<file path="src/rtl/register_rename_if.sv">
// ----------------------------------------------------------------------------
// register_rename_if
//
// Purpose: bundles the rename stage's decode-side handshake, reorder-buffer
// handshake and retirement free port into one interface.
//
// Parameter:
//   REG_FILE_ADDR_WIDTH  physical register index width (2**W physical regs)
//
// Signals (direction as seen by the rename block, modport "slave"):
//   in_valid, instr_in, rs1_arch, rs2_arch, rd_arch, rd_write   in
//   in_ready                                                    out
//   out_valid, instr_out, rs1_phys, rs2_phys, dest_reg_out,
//   old_reg_out, writes_rd_out                                  out
//   out_ready                                                   in
//   free_en, free_reg                                           in
//   free_count, free_overflow                                   out
// The "master" modport is the mirror image for the decode/ROB side.
// ----------------------------------------------------------------------------
interface register_rename_if #(
    parameter int REG_FILE_ADDR_WIDTH = 7
);
    // Decode side
    logic                           in_valid;
    logic                           in_ready;
    logic [31:0]                    instr_in;
    logic [4:0]                     rs1_arch;
    logic [4:0]                     rs2_arch;
    logic [4:0]                     rd_arch;
    logic                           rd_write;

    // Reorder buffer side
    logic                           out_valid;
    logic                           out_ready;
    logic [31:0]                    instr_out;
    logic [REG_FILE_ADDR_WIDTH-1:0] rs1_phys;
    logic [REG_FILE_ADDR_WIDTH-1:0] rs2_phys;
    logic [REG_FILE_ADDR_WIDTH-1:0] dest_reg_out;
    logic [REG_FILE_ADDR_WIDTH-1:0] old_reg_out;
    logic                           writes_rd_out;

    // Retirement free port and status
    logic                           free_en;
    logic [REG_FILE_ADDR_WIDTH-1:0] free_reg;
    logic [REG_FILE_ADDR_WIDTH:0]   free_count;
    logic                           free_overflow;

    modport master (
        output in_valid, instr_in, rs1_arch, rs2_arch, rd_arch, rd_write,
        input  in_ready,
        input  out_valid, instr_out, rs1_phys, rs2_phys, dest_reg_out,
               old_reg_out, writes_rd_out,
        output out_ready,
        output free_en, free_reg,
        input  free_count, free_overflow
    );

    modport slave (
        input  in_valid, instr_in, rs1_arch, rs2_arch, rd_arch, rd_write,
        output in_ready,
        output out_valid, instr_out, rs1_phys, rs2_phys, dest_reg_out,
               old_reg_out, writes_rd_out,
        input  out_ready,
        input  free_en, free_reg,
        output free_count, free_overflow
    );
endinterface

</file>
<file path="src/rtl/register_rename.sv">
// ----------------------------------------------------------------------------
// register_rename
//
// Purpose: single-issue register rename stage. Maps architectural operands to
// physical registers through a map table, allocates a fresh destination from
// a circular free list for every instruction that writes a nonzero rd, and
// presents the renamed instruction to the reorder buffer one cycle after it
// is accepted. Registers released at retirement are pushed back onto the
// free list.
//
// Parameters:
//   REG_FILE_ADDR_WIDTH  physical register index width W (2**W regs)
//   ARCH_REGS            architectural register count (index width 5)
//
// Ports:
//   clock   in   sole clock, rising edge
//   reset   in   asynchronous active-low reset
//   bus     register_rename_if.slave (decode handshake, ROB handshake,
//           free port, free_count / free_overflow status)
//
// Optional feature macro: RENAME_FREE_BYPASS_EN
//   When defined, a register being freed in the same cycle that the free
//   list is empty can be handed straight to an allocating instruction
//   instead of going through the list.
// ----------------------------------------------------------------------------
module register_rename #(
    parameter int REG_FILE_ADDR_WIDTH = 7,
    parameter int ARCH_REGS           = 32
) (
    input logic              clock,
    input logic              reset,
    register_rename_if.slave bus
);

    localparam int W        = REG_FILE_ADDR_WIDTH;
    localparam int DEPTH    = 1 << W;
    localparam int MAX_FREE = DEPTH - ARCH_REGS;

    // ------------------------------------------------------------------
    // State
    // ------------------------------------------------------------------
    logic [W-1:0]  map_q  [ARCH_REGS];
    logic [W-1:0]  fifo_q [DEPTH];
    logic [W-1:0]  head_q, head_d;
    logic [W-1:0]  tail_q, tail_d;
    logic [W:0]    count_q, count_d;
    logic          overflow_q, overflow_d;

    logic          out_valid_q, out_valid_d;
    logic [31:0]   instr_q, instr_d;
    logic [W-1:0]  rs1_q, rs1_d;
    logic [W-1:0]  rs2_q, rs2_d;
    logic [W-1:0]  dest_q, dest_d;
    logic [W-1:0]  old_q, old_d;
    logic          wr_q, wr_d;

    // ------------------------------------------------------------------
    // Handshake and allocation decisions
    // ------------------------------------------------------------------
    logic          alloc_needed;
    logic          fl_empty;
    logic          fl_full;
    logic          bypass_ok;
    logic          accept;
    logic          pop;
    logic          use_bypass;
    logic          push_req;
    logic          push;
    logic [W-1:0]  dest_sel;

    // x0 is hardwired: it is never renamed and always reads phys 0.
    assign alloc_needed = bus.rd_write && (bus.rd_arch != 5'd0);
    assign fl_empty     = (count_q == '0);
    assign fl_full      = (count_q == (W+1)'(MAX_FREE));

`ifdef RENAME_FREE_BYPASS_EN
    // A register coming back this cycle counts as available when the list
    // itself is empty; it is consumed directly and never enters the list.
    assign bypass_ok = bus.free_en && (bus.free_reg != '0) && fl_empty;
`else
    assign bypass_ok = 1'b0;
`endif

    assign bus.in_ready = (!out_valid_q || bus.out_ready) &&
                          (!alloc_needed || !fl_empty || bypass_ok);

    assign accept     = bus.in_valid && bus.in_ready;
    assign pop        = accept && alloc_needed && !fl_empty;
    assign use_bypass = accept && alloc_needed && fl_empty;

    // A freed register consumed by the bypass path must not also be pushed.
    assign push_req   = bus.free_en && (bus.free_reg != '0) && !use_bypass;
    assign push       = push_req && !fl_full;

    always_comb begin
        dest_sel = '0;
        if (pop) begin
            dest_sel = fifo_q[head_q];
        end else if (use_bypass) begin
            dest_sel = bus.free_reg;
        end
    end

    // ------------------------------------------------------------------
    // Free list pointer / count next state
    // ------------------------------------------------------------------
    always_comb begin
        head_d     = head_q;
        tail_d     = tail_q;
        overflow_d = overflow_q;
        count_d    = count_q + (W+1)'(push) - (W+1)'(pop);
        if (pop) begin
            head_d = head_q + W'(1);
        end
        if (push) begin
            tail_d = tail_q + W'(1);
        end
        // A push into a full list means retirement released a register the
        // list never handed out; flag it and keep the list consistent.
        if (push_req && fl_full) begin
            overflow_d = 1'b1;
        end
    end

    // ------------------------------------------------------------------
    // Output register next state
    // ------------------------------------------------------------------
    always_comb begin
        out_valid_d = out_valid_q;
        instr_d     = instr_q;
        rs1_d       = rs1_q;
        rs2_d       = rs2_q;
        dest_d      = dest_q;
        old_d       = old_q;
        wr_d        = wr_q;
        if (accept) begin
            out_valid_d = 1'b1;
            instr_d     = bus.instr_in;
            // Sources read the map before this instruction's rd update lands.
            rs1_d       = map_q[bus.rs1_arch];
            rs2_d       = map_q[bus.rs2_arch];
            dest_d      = alloc_needed ? dest_sel : '0;
            old_d       = alloc_needed ? map_q[bus.rd_arch] : '0;
            wr_d        = alloc_needed;
        end else if (bus.out_ready) begin
            out_valid_d = 1'b0;
        end
    end

    // ------------------------------------------------------------------
    // Map table: identity after reset
    // ------------------------------------------------------------------
    always_ff @(posedge clock or negedge reset) begin
        if (!reset) begin
            for (int i = 0; i < ARCH_REGS; i++) begin
                map_q[i] <= W'(i);
            end
        end else if (accept && alloc_needed) begin
            map_q[bus.rd_arch] <= dest_sel;
        end
    end

    // ------------------------------------------------------------------
    // Free list storage: regs ARCH_REGS..DEPTH-1 in ascending order
    // ------------------------------------------------------------------
    always_ff @(posedge clock or negedge reset) begin
        if (!reset) begin
            for (int i = 0; i < DEPTH; i++) begin
                fifo_q[i] <= (i < MAX_FREE) ? W'(i + ARCH_REGS) : '0;
            end
        end else if (push) begin
            fifo_q[tail_q] <= bus.free_reg;
        end
    end

    // ------------------------------------------------------------------
    // Free list control
    // ------------------------------------------------------------------
    always_ff @(posedge clock or negedge reset) begin
        if (!reset) begin
            head_q     <= '0;
            tail_q     <= W'(MAX_FREE);
            count_q    <= (W+1)'(MAX_FREE);
            overflow_q <= 1'b0;
        end else begin
            head_q     <= head_d;
            tail_q     <= tail_d;
            count_q    <= count_d;
            overflow_q <= overflow_d;
        end
    end

    // ------------------------------------------------------------------
    // Output register (one-cycle rename latency); cleared on reset so a
    // half-delivered instruction is discarded
    // ------------------------------------------------------------------
    always_ff @(posedge clock or negedge reset) begin
        if (!reset) begin
            out_valid_q <= 1'b0;
            instr_q     <= '0;
            rs1_q       <= '0;
            rs2_q       <= '0;
            dest_q      <= '0;
            old_q       <= '0;
            wr_q        <= 1'b0;
        end else begin
            out_valid_q <= out_valid_d;
            instr_q     <= instr_d;
            rs1_q       <= rs1_d;
            rs2_q       <= rs2_d;
            dest_q      <= dest_d;
            old_q       <= old_d;
            wr_q        <= wr_d;
        end
    end

    assign bus.out_valid     = out_valid_q;
    assign bus.instr_out     = instr_q;
    assign bus.rs1_phys      = rs1_q;
    assign bus.rs2_phys      = rs2_q;
    assign bus.dest_reg_out  = dest_q;
    assign bus.old_reg_out   = old_q;
    assign bus.writes_rd_out = wr_q;
    assign bus.free_count    = count_q;
    assign bus.free_overflow = overflow_q;

endmodule

</file>
<file path="src/flat_wrapper.sv">
// flat-port wrapper written by rule: the top's interface ports become plain ports
module register_rename_flat 
#(
    parameter int REG_FILE_ADDR_WIDTH = 7,
    parameter int ARCH_REGS           = 32
)
  (clock, reset, bus_in_valid, bus_instr_in, bus_rs1_arch, bus_rs2_arch, bus_rd_arch, bus_rd_write, bus_in_ready, bus_out_valid, bus_instr_out, bus_rs1_phys, bus_rs2_phys, bus_dest_reg_out, bus_old_reg_out, bus_writes_rd_out, bus_out_ready, bus_free_en, bus_free_reg, bus_free_count, bus_free_overflow);
  register_rename_if #(.REG_FILE_ADDR_WIDTH(REG_FILE_ADDR_WIDTH)) bus_i ();
  input logic clock;
  input logic reset;
  input wire logic [$bits(bus_i.in_valid)-1:0] bus_in_valid;
  input wire logic [$bits(bus_i.instr_in)-1:0] bus_instr_in;
  input wire logic [$bits(bus_i.rs1_arch)-1:0] bus_rs1_arch;
  input wire logic [$bits(bus_i.rs2_arch)-1:0] bus_rs2_arch;
  input wire logic [$bits(bus_i.rd_arch)-1:0] bus_rd_arch;
  input wire logic [$bits(bus_i.rd_write)-1:0] bus_rd_write;
  output wire logic [$bits(bus_i.in_ready)-1:0] bus_in_ready;
  output wire logic [$bits(bus_i.out_valid)-1:0] bus_out_valid;
  output wire logic [$bits(bus_i.instr_out)-1:0] bus_instr_out;
  output wire logic [$bits(bus_i.rs1_phys)-1:0] bus_rs1_phys;
  output wire logic [$bits(bus_i.rs2_phys)-1:0] bus_rs2_phys;
  output wire logic [$bits(bus_i.dest_reg_out)-1:0] bus_dest_reg_out;
  output wire logic [$bits(bus_i.old_reg_out)-1:0] bus_old_reg_out;
  output wire logic [$bits(bus_i.writes_rd_out)-1:0] bus_writes_rd_out;
  input wire logic [$bits(bus_i.out_ready)-1:0] bus_out_ready;
  input wire logic [$bits(bus_i.free_en)-1:0] bus_free_en;
  input wire logic [$bits(bus_i.free_reg)-1:0] bus_free_reg;
  output wire logic [$bits(bus_i.free_count)-1:0] bus_free_count;
  output wire logic [$bits(bus_i.free_overflow)-1:0] bus_free_overflow;
  assign bus_i.in_valid = bus_in_valid;
  assign bus_i.instr_in = bus_instr_in;
  assign bus_i.rs1_arch = bus_rs1_arch;
  assign bus_i.rs2_arch = bus_rs2_arch;
  assign bus_i.rd_arch = bus_rd_arch;
  assign bus_i.rd_write = bus_rd_write;
  assign bus_in_ready = bus_i.in_ready;
  assign bus_out_valid = bus_i.out_valid;
  assign bus_instr_out = bus_i.instr_out;
  assign bus_rs1_phys = bus_i.rs1_phys;
  assign bus_rs2_phys = bus_i.rs2_phys;
  assign bus_dest_reg_out = bus_i.dest_reg_out;
  assign bus_old_reg_out = bus_i.old_reg_out;
  assign bus_writes_rd_out = bus_i.writes_rd_out;
  assign bus_i.out_ready = bus_out_ready;
  assign bus_i.free_en = bus_free_en;
  assign bus_i.free_reg = bus_free_reg;
  assign bus_free_count = bus_i.free_count;
  assign bus_free_overflow = bus_i.free_overflow;
  register_rename #(.REG_FILE_ADDR_WIDTH(REG_FILE_ADDR_WIDTH), .ARCH_REGS(ARCH_REGS)) u_core (.clock(clock), .reset(reset), .bus(bus_i));
endmodule
</file>
<file path="config.mk">
export PLATFORM = sky130hd
export DESIGN_NAME = register_rename_flat
export DESIGN_NICKNAME = d
export VERILOG_FILES = /design/src/rtl/register_rename_if.sv /design/src/rtl/register_rename.sv /design/src/flat_wrapper.sv
export SDC_FILE = /design/constraint.sdc
export NUM_CORES = 2
export LEC_CHECK = 0
export CORE_ASPECT_RATIO = 0.9
export CORE_MARGIN = 5
export CORE_UTILIZATION = 50
export DETAILED_ROUTE_END_ITERATION = 10
export PLACE_DENSITY = 0.7
export SYNTH_ARGS = -nofsm -noshare
export SYNTH_HDL_FRONTEND = slang
export SYNTH_SLANG_ARGS = --single-unit
</file>
<file path="constraint.sdc">
create_clock -name clock -period 7.9 [get_ports clock]
set_input_delay 0.79 -clock clock [delete_from_list [all_inputs] [get_ports clock]]
set_output_delay 0.79 -clock clock [all_outputs]
set_load 0.01 [all_outputs]
</file>
; ---- Word level (Yosys, flattened, before mapping)
; Cells that the tools add are included.
[totals]
reg_bits = 1205
input_bits = 60
elab_cells = 235
[op_classes]
add_sub_neg = 4
n_lt_le_gt_ge = 7
n_eq_ne = 1
mux = 24
bitwise_logic = 5
n_reduce_logical = 23
[op_table]
columns = op, count
row1 = 896-bit bitwise mux, 1
row2 = 224-bit bitwise mux, 1
row3 = 7-bit binary-select mux with 5-bit select, 3
row4 = 7-bit 2-to-1 mux, 14
row5 = 7-bit binary-select mux with 7-bit select, 1
row6 = 7-bit demux with 7-bit select, 1
row7 = 7-bit demux with 5-bit select, 1
row8 = "6-bit greater-or-equal comparator, second input constant", 3
row9 = 5-bit NOT with 6-bit output, 3
row10 = "8-bit greater-or-equal comparator, second input constant", 2
row11 = 7-bit NOT with 8-bit output, 2
row12 = "7-bit by 1-bit adder with 7-bit output, second input constant", 2
row13 = 1-bit logical AND, 12
row14 = 8-bit by 1-bit adder with 8-bit output, 1
row15 = "8-bit by 7-bit == test with 1-bit output, second input constant", 1
row16 = 8-bit zero test, 1
row17 = "8-bit by 1-bit less-than comparator with 1-bit output, second input constant", 1
row18 = 8-bit by 1-bit subtractor with 8-bit output, 1
row19 = 7-bit nonzero test, 1
row20 = "6-bit by 1-bit less-than comparator with 1-bit output, second input constant", 1
row21 = 1-bit zero test, 5
row22 = 5-bit nonzero test, 1
row23 = 1-bit logical OR, 2
row24 = 1-bit 2-to-1 mux, 2
row25 = 2-bit nonzero test, 1

; ---- Logic depth before layout (Yosys ltp)
[depth]
depth_word = 13
depth_mapped = 20
depth_no_buf = 17

; ---- Worst setup path before layout
; No wires, ideal clock.
[synth_path]
path_kind = input-to-reg
from = in bus_rd_arch[1]
to = reg u_core.count_q[6], in the netlist u_core.bus.free_count[6]
setup_time_ns = 0.075
t_arrival_ns = 3.700
path_slack_ns = 4.125
path_stages = 19
n_path_buf = 4
cell_sequence = clkbuf_1 > nor2_1 > a21o_1 > or2_1 > buf_2 > inv_1 > buf_2 > buf_1 > ha_1 > inv_1 > ha_1 > inv_1 > fa_1 > nand2b_1 > a21oi_1 > o21ai_0 > a21oi_1 > nor2_1 > xnor2_1
[synth_between]
elab_chain_cells = 13
word_cells_on_any_way = 14
classes_between = add/sub: 2 / reduce/logical: 12
[synth_rtl]
columns = element, line
row1 = start: declaration, flat_wrapper.sv:15  ; input wire logic [$bits(bus_i.rd_arch)-1:0] bus_rd_arch;
row2 = 5-bit nonzero test (*), register_rename.sv:72  ; assign alloc_needed = bus.rd_write && (bus.rd_arch != 5'd0);
row3 = 1-bit logical AND (*), register_rename.sv:72
row4 = 1-bit zero test, register_rename.sv:85  ; (!alloc_needed || !fl_empty || bypass_ok);
row5 = 1-bit logical OR, register_rename.sv:85
row6 = 1-bit logical AND, register_rename.sv:84  ; assign bus.in_ready = (!out_valid_q || bus.out_ready) &&
row7 = 1-bit logical AND, register_rename.sv:87  ; assign accept = bus.in_valid && bus.in_ready;
row8 = 1-bit logical AND (*), "register_rename.sv:88, register_rename.sv:89"
row9 = 1-bit logical AND, register_rename.sv:89  ; assign use_bypass = accept && alloc_needed && fl_empty;
row10 = 1-bit zero test, register_rename.sv:92  ; assign push_req = bus.free_en && (bus.free_reg != '0) && !use_bypass;
row11 = 1-bit logical AND, register_rename.sv:92
row12 = 1-bit logical AND, register_rename.sv:93  ; assign push = push_req && !fl_full;
row13 = 8-bit by 1-bit adder with 8-bit output, register_rename.sv:111  ; count_d = count_q + (W+1)'(push) - (W+1)'(pop);
row14 = 8-bit by 1-bit subtractor with 8-bit output (*), register_rename.sv:111
row15 = via u_core.count_d[6], register_rename.sv:46  ; logic [W:0] count_q, count_d;
row16 = end signal: assignment, register_rename.sv:183  ; count_q <= (W+1)'(MAX_FREE);
row17 = end signal: assignment, register_rename.sv:188  ; count_q <= count_d;
row18 = end: declaration, register_rename.sv:46
; The timed path passes the listed nets; every way through them passes the cells marked *.
; A chain may end at the register's enable or synchronous reset.

; ---- Worst setup path in the final report
[layout_path]
from = reg u_core.head_q[0]
to = reg u_core.map_q[200] in the netlist's numbering
[layout_between]
elab_chain_cells = 6
[layout_rtl]
columns = element, line
row1 = start: declaration, register_rename.sv:44  ; logic [W-1:0] head_q, head_d;
row2 = start signal: assignment, register_rename.sv:181  ; head_q <= '0;
row3 = start signal: assignment, register_rename.sv:186  ; head_q <= head_d;
row4 = 7-bit NOT with 8-bit output (not written as such), register_rename.sv:98  ; dest_sel = fifo_q[head_q];
row5 = 7-bit binary-select mux with 7-bit select, register_rename.sv:98
row6 = 7-bit 2-to-1 mux (not written as such) (2 in series), register_rename.sv:98
row7 = 7-bit 2-to-1 mux, register_rename.sv:97  ; if (pop) begin
row8 = 224-bit bitwise mux, register_rename.sv:159  ; map_q[bus.rd_arch] <= dest_sel;
row9 = end signal: indexed assignment, register_rename.sv:156  ; map_q[i] <= W'(i);
row10 = end signal: indexed assignment, register_rename.sv:159
row11 = end: declaration, register_rename.sv:42  ; logic [W-1:0] map_q [ARCH_REGS];
; No other way between the ends. The select of a mux whose other input is x is not followed.

==> flow_metrics.tcl <==
set metrics [dict create \
    grt_usage_pct 24.7 \
    clock_latency_ns 0.77 \
    syn_to_final_growth_pct 10.9 \
    dr_total_vias 35819 \
    io_pins 132 \
    clockRootBuffer "clkbuf_16" \
    grt_pass1_vias 36129 \
    htreeDepth 4 \
    layout-drive-gt1-share_pct 54.9 \
    ys_warn_count 0 \
    maxSlewViolCount 0 \
    fin_crit_sh_pct 55.4 \
    overflow 0 \
    stdcell_count 5681 \
    synth_area_leader_cell "dfrtp_1" \
    die_height_um 337 \
    synth_area_leaders "dfrtp_1 (32%), mux2_2 (21%), dfstp_2 (20%), mux4_2 (13%), mux2i_1 (2.7%)" \
    critPathSlowestCell "dfrtp_4" \
    end_kind "flip-flop" \
    max_stage_delay_ns 0.93 \
    fmax_ghz 0.229 \
    worstPathRequired_ns 8.52 \
    gp_congestion 0.869 \
    rows 120 \
    setup_viol 0 \
    ctsLongestPathBuffers 3 \
    clock_sinks 1205 \
    drc 0 \
    synthArstFlopShare_pct 100 \
    rsz0062_at_grt "no" \
    final_cell_mix "mux2_2 (1086), dfrtp_1 (750), dfstp_2 (452)" \
    first_pass_iters 5 \
    critPathMostFrequentCell "buf_4" \
    wl_per_cell_um 27.4 \
    via_per_inst 6.31 \
    setup_tns_ns 0 \
    ys_seq_elements 1205 \
    arrival_ns 5.00 \
    tightest_slew_ns 1.19 \
    final.min_clock_period_ns 4.38 \
    final_common_cell "mux2_2" \
    cts_tree "yes" \
    yosys.cell_types.count 70 \
    syn-num-nets 4058 \
    nets 4063 \
    seq_area_frac_synth_pct 51.6 \
    start_kind "flip-flop" \
    grt_max_degree 179 \
    hp-class "input pin to async pin" \
    cts_resized 0 \
    core_area_mm2 0.119 \
    synth.avg_cell_area_um2 14.9 \
    hpwl_um 98000 \
    io_buffers 131 \
    slew_headroom_pct 20.4 \
    grt_pass1_wl_um 238000 \
    antenna_found_initial 3 \
    cts_buffers 131 \
    ant_nets 0 \
    max-cap-violations 0 \
    clk_pin_slew_ns 0.06 \
    clock_skew_ns 0.0320 \
    ir_drop_v 0.000381 \
    worstPathMaxFanout 39 \
    initial_core_util_pct 50.2 \
    cellLeakagePower_nw 28.6 \
    die_w_um 374 \
    placed_cells 5440 \
    drtIter0Drc 3275 \
    hold_viol_final 0 \
    synth_ff_type "dfrtp_1" \
    synth_edf_count 0 \
    crit_type "flip-flop to flip-flop" \
    path_delay_family "multiplexers" \
    synth_top_area_share_pct 31.7 \
    status "finished, final reports clean" \
    cp_num_buf_inv 2 \
    post_cts_buffers 0 \
    synth_cells 3982 \
    postCtsHoldBufs 0 \
    powerDensity_mw_per_mm2 325 \
    die-area_mm2 0.126 \
    wl_um 155000 \
    synth.cell_area_mm2 0.0595 \
    path_cells "buf_4, mux4_2, mux2i_1, o22ai_1, nor3_1, a22oi_2, buf_4, mux2_2" \
]
[through the flow]
stage	total power [W]	util [%]	cell area [um^2]	hold slack [ns]	setup slack, ns
finish	0.0214	55.6	66000	0.0749	3.52
detailed placement	0.0154	52.0	61700	0.406	2.94
global route	0.0223	55.6	66000	0.132	3.24
floorplan	0.0131	-	59500	0.458	4.12
global placement	0.0152	52.0	61700	0.400	2.97
CTS	0.0215	55.6	66000	0.0893	3.54
[flip-flops by register name (all words and copies together), names as in the netlist, 7 cells and up]
name	cells
u_core.fifo_q	896
u_core.map_q	224
u_core.bus.dest_reg_out	7
u_core.bus.instr_out	32
u_core.head_q	7
u_core.bus.old_reg_out	7
u_core.bus.free_count	8
u_core.tail_q	7
u_core.bus.rs1_phys	7
u_core.bus.rs2_phys	7
[worst register-to-register path, stage by stage (launching register included)]
cell     delay [ns]
dfrtp_4        0.93
buf_4          0.71
mux4_2         0.68
mux2i_1        0.31
o22ai_1        0.21
nor3_1         0.58
a22oi_2        0.17
buf_4          0.31
mux2_2         0.37
[kinds of logic (layout without fill, tap and decap cells)]
| kind of cell | after synthesis | count (layout) | synth area share [%] |
|---|---|---|---|
| adder cells (fa/ha/maj) | 16 | 16 | 0.349 |
| AND/OR/NAND/NOR | 503 | 503 | 3.89 |
| flip-flops | 1205 | 1205 | 51.6 |
| other | 0 | 2 | 0 |
| XOR/XNOR | 18 | 18 | 0.265 |
| buffers and inverters | 342 | 453 | 2.94 |
| AO/OA/AOI/OAI | 292 | 292 | 3.96 |
| multiplexers | 1606 | 1606 | 37.0 |
[power by group]
part	switching (W)	internal [W]	total [W]
Combinational	0.00367	0.00295	0.00662
Clock	0.00254	0.00353	0.00607
Sequential	0.000966	0.00778	0.00874
Total	0.00717	0.0143	0.0214
[Yosys cell counts, types with 18 or more instances]
cell type	number
a21oi_1	24
nor3_2	18
o22ai_1	22
mux2i_1	159
a22oi_1	56
nor2_1	106
buf_2	54
inv_1	18
mux4_2	351
nand2_1	251
buf_1	21
nor2b_1	30
nand3_1	24
a211oi_1	33
o21ai_0	41
a22o_1	28
clkbuf_1	194
mux2_2	1086
o41ai_2	21
dfstp_2	452
dfrtp_1	753
[final cells by class]
| type | instances | area (um^2) |
|---|---|---|
| Inverter | 18 | 67.6 |
| Sequential cell | 1205 | 30700 |
| Multi-Input combinational cell | 2435 | 27100 |
| Tap cell | 1586 | 1980 |
| Fill cell | 9547 | 52600 |
| Timing Repair Buffer | 196 | 1870 |
| Clock buffer | 197 | 3870 |
| Clock inverter | 42 | 393 |
| Antenna cell | 2 | 5.00 |
[metal layers]
layer	track usage, %	vias up	part of all wire, %
li1	-	15008	-
met5	0.566	-	0.064
met1	37.4	19222	46
met4	7.08	2	2.4
met2	36.1	1360	44
met3	5.51	227	7.7
[worst paths after layout]
kind	startpoint	endpoint	slack, ns	cells after the start
max	u_core.head_q[0]$_DFFE_PN0N_	u_core.map_q[200]$_DFFE_PN0P_	3.52	8
min	reset	u_core.fifo_q[162]$_DFFE_PN0P_	0.07	1
max reg2reg	u_core.head_q[0]$_DFFE_PN0N_	u_core.map_q[200]$_DFFE_PN0P_	3.52	8
min reg2reg	u_core.map_q[221]$_DFFE_PN0P_	u_core.map_q[221]$_DFFE_PN0P_	0.42	0
max in group asynchronous	reset	u_core.fifo_q[834]$_DFFE_PN0P_	6.13	2
min in group clock	u_core.map_q[221]$_DFFE_PN0P_	u_core.map_q[221]$_DFFE_PN0P_	0.42	0
(Power assumes the default switching activity.)
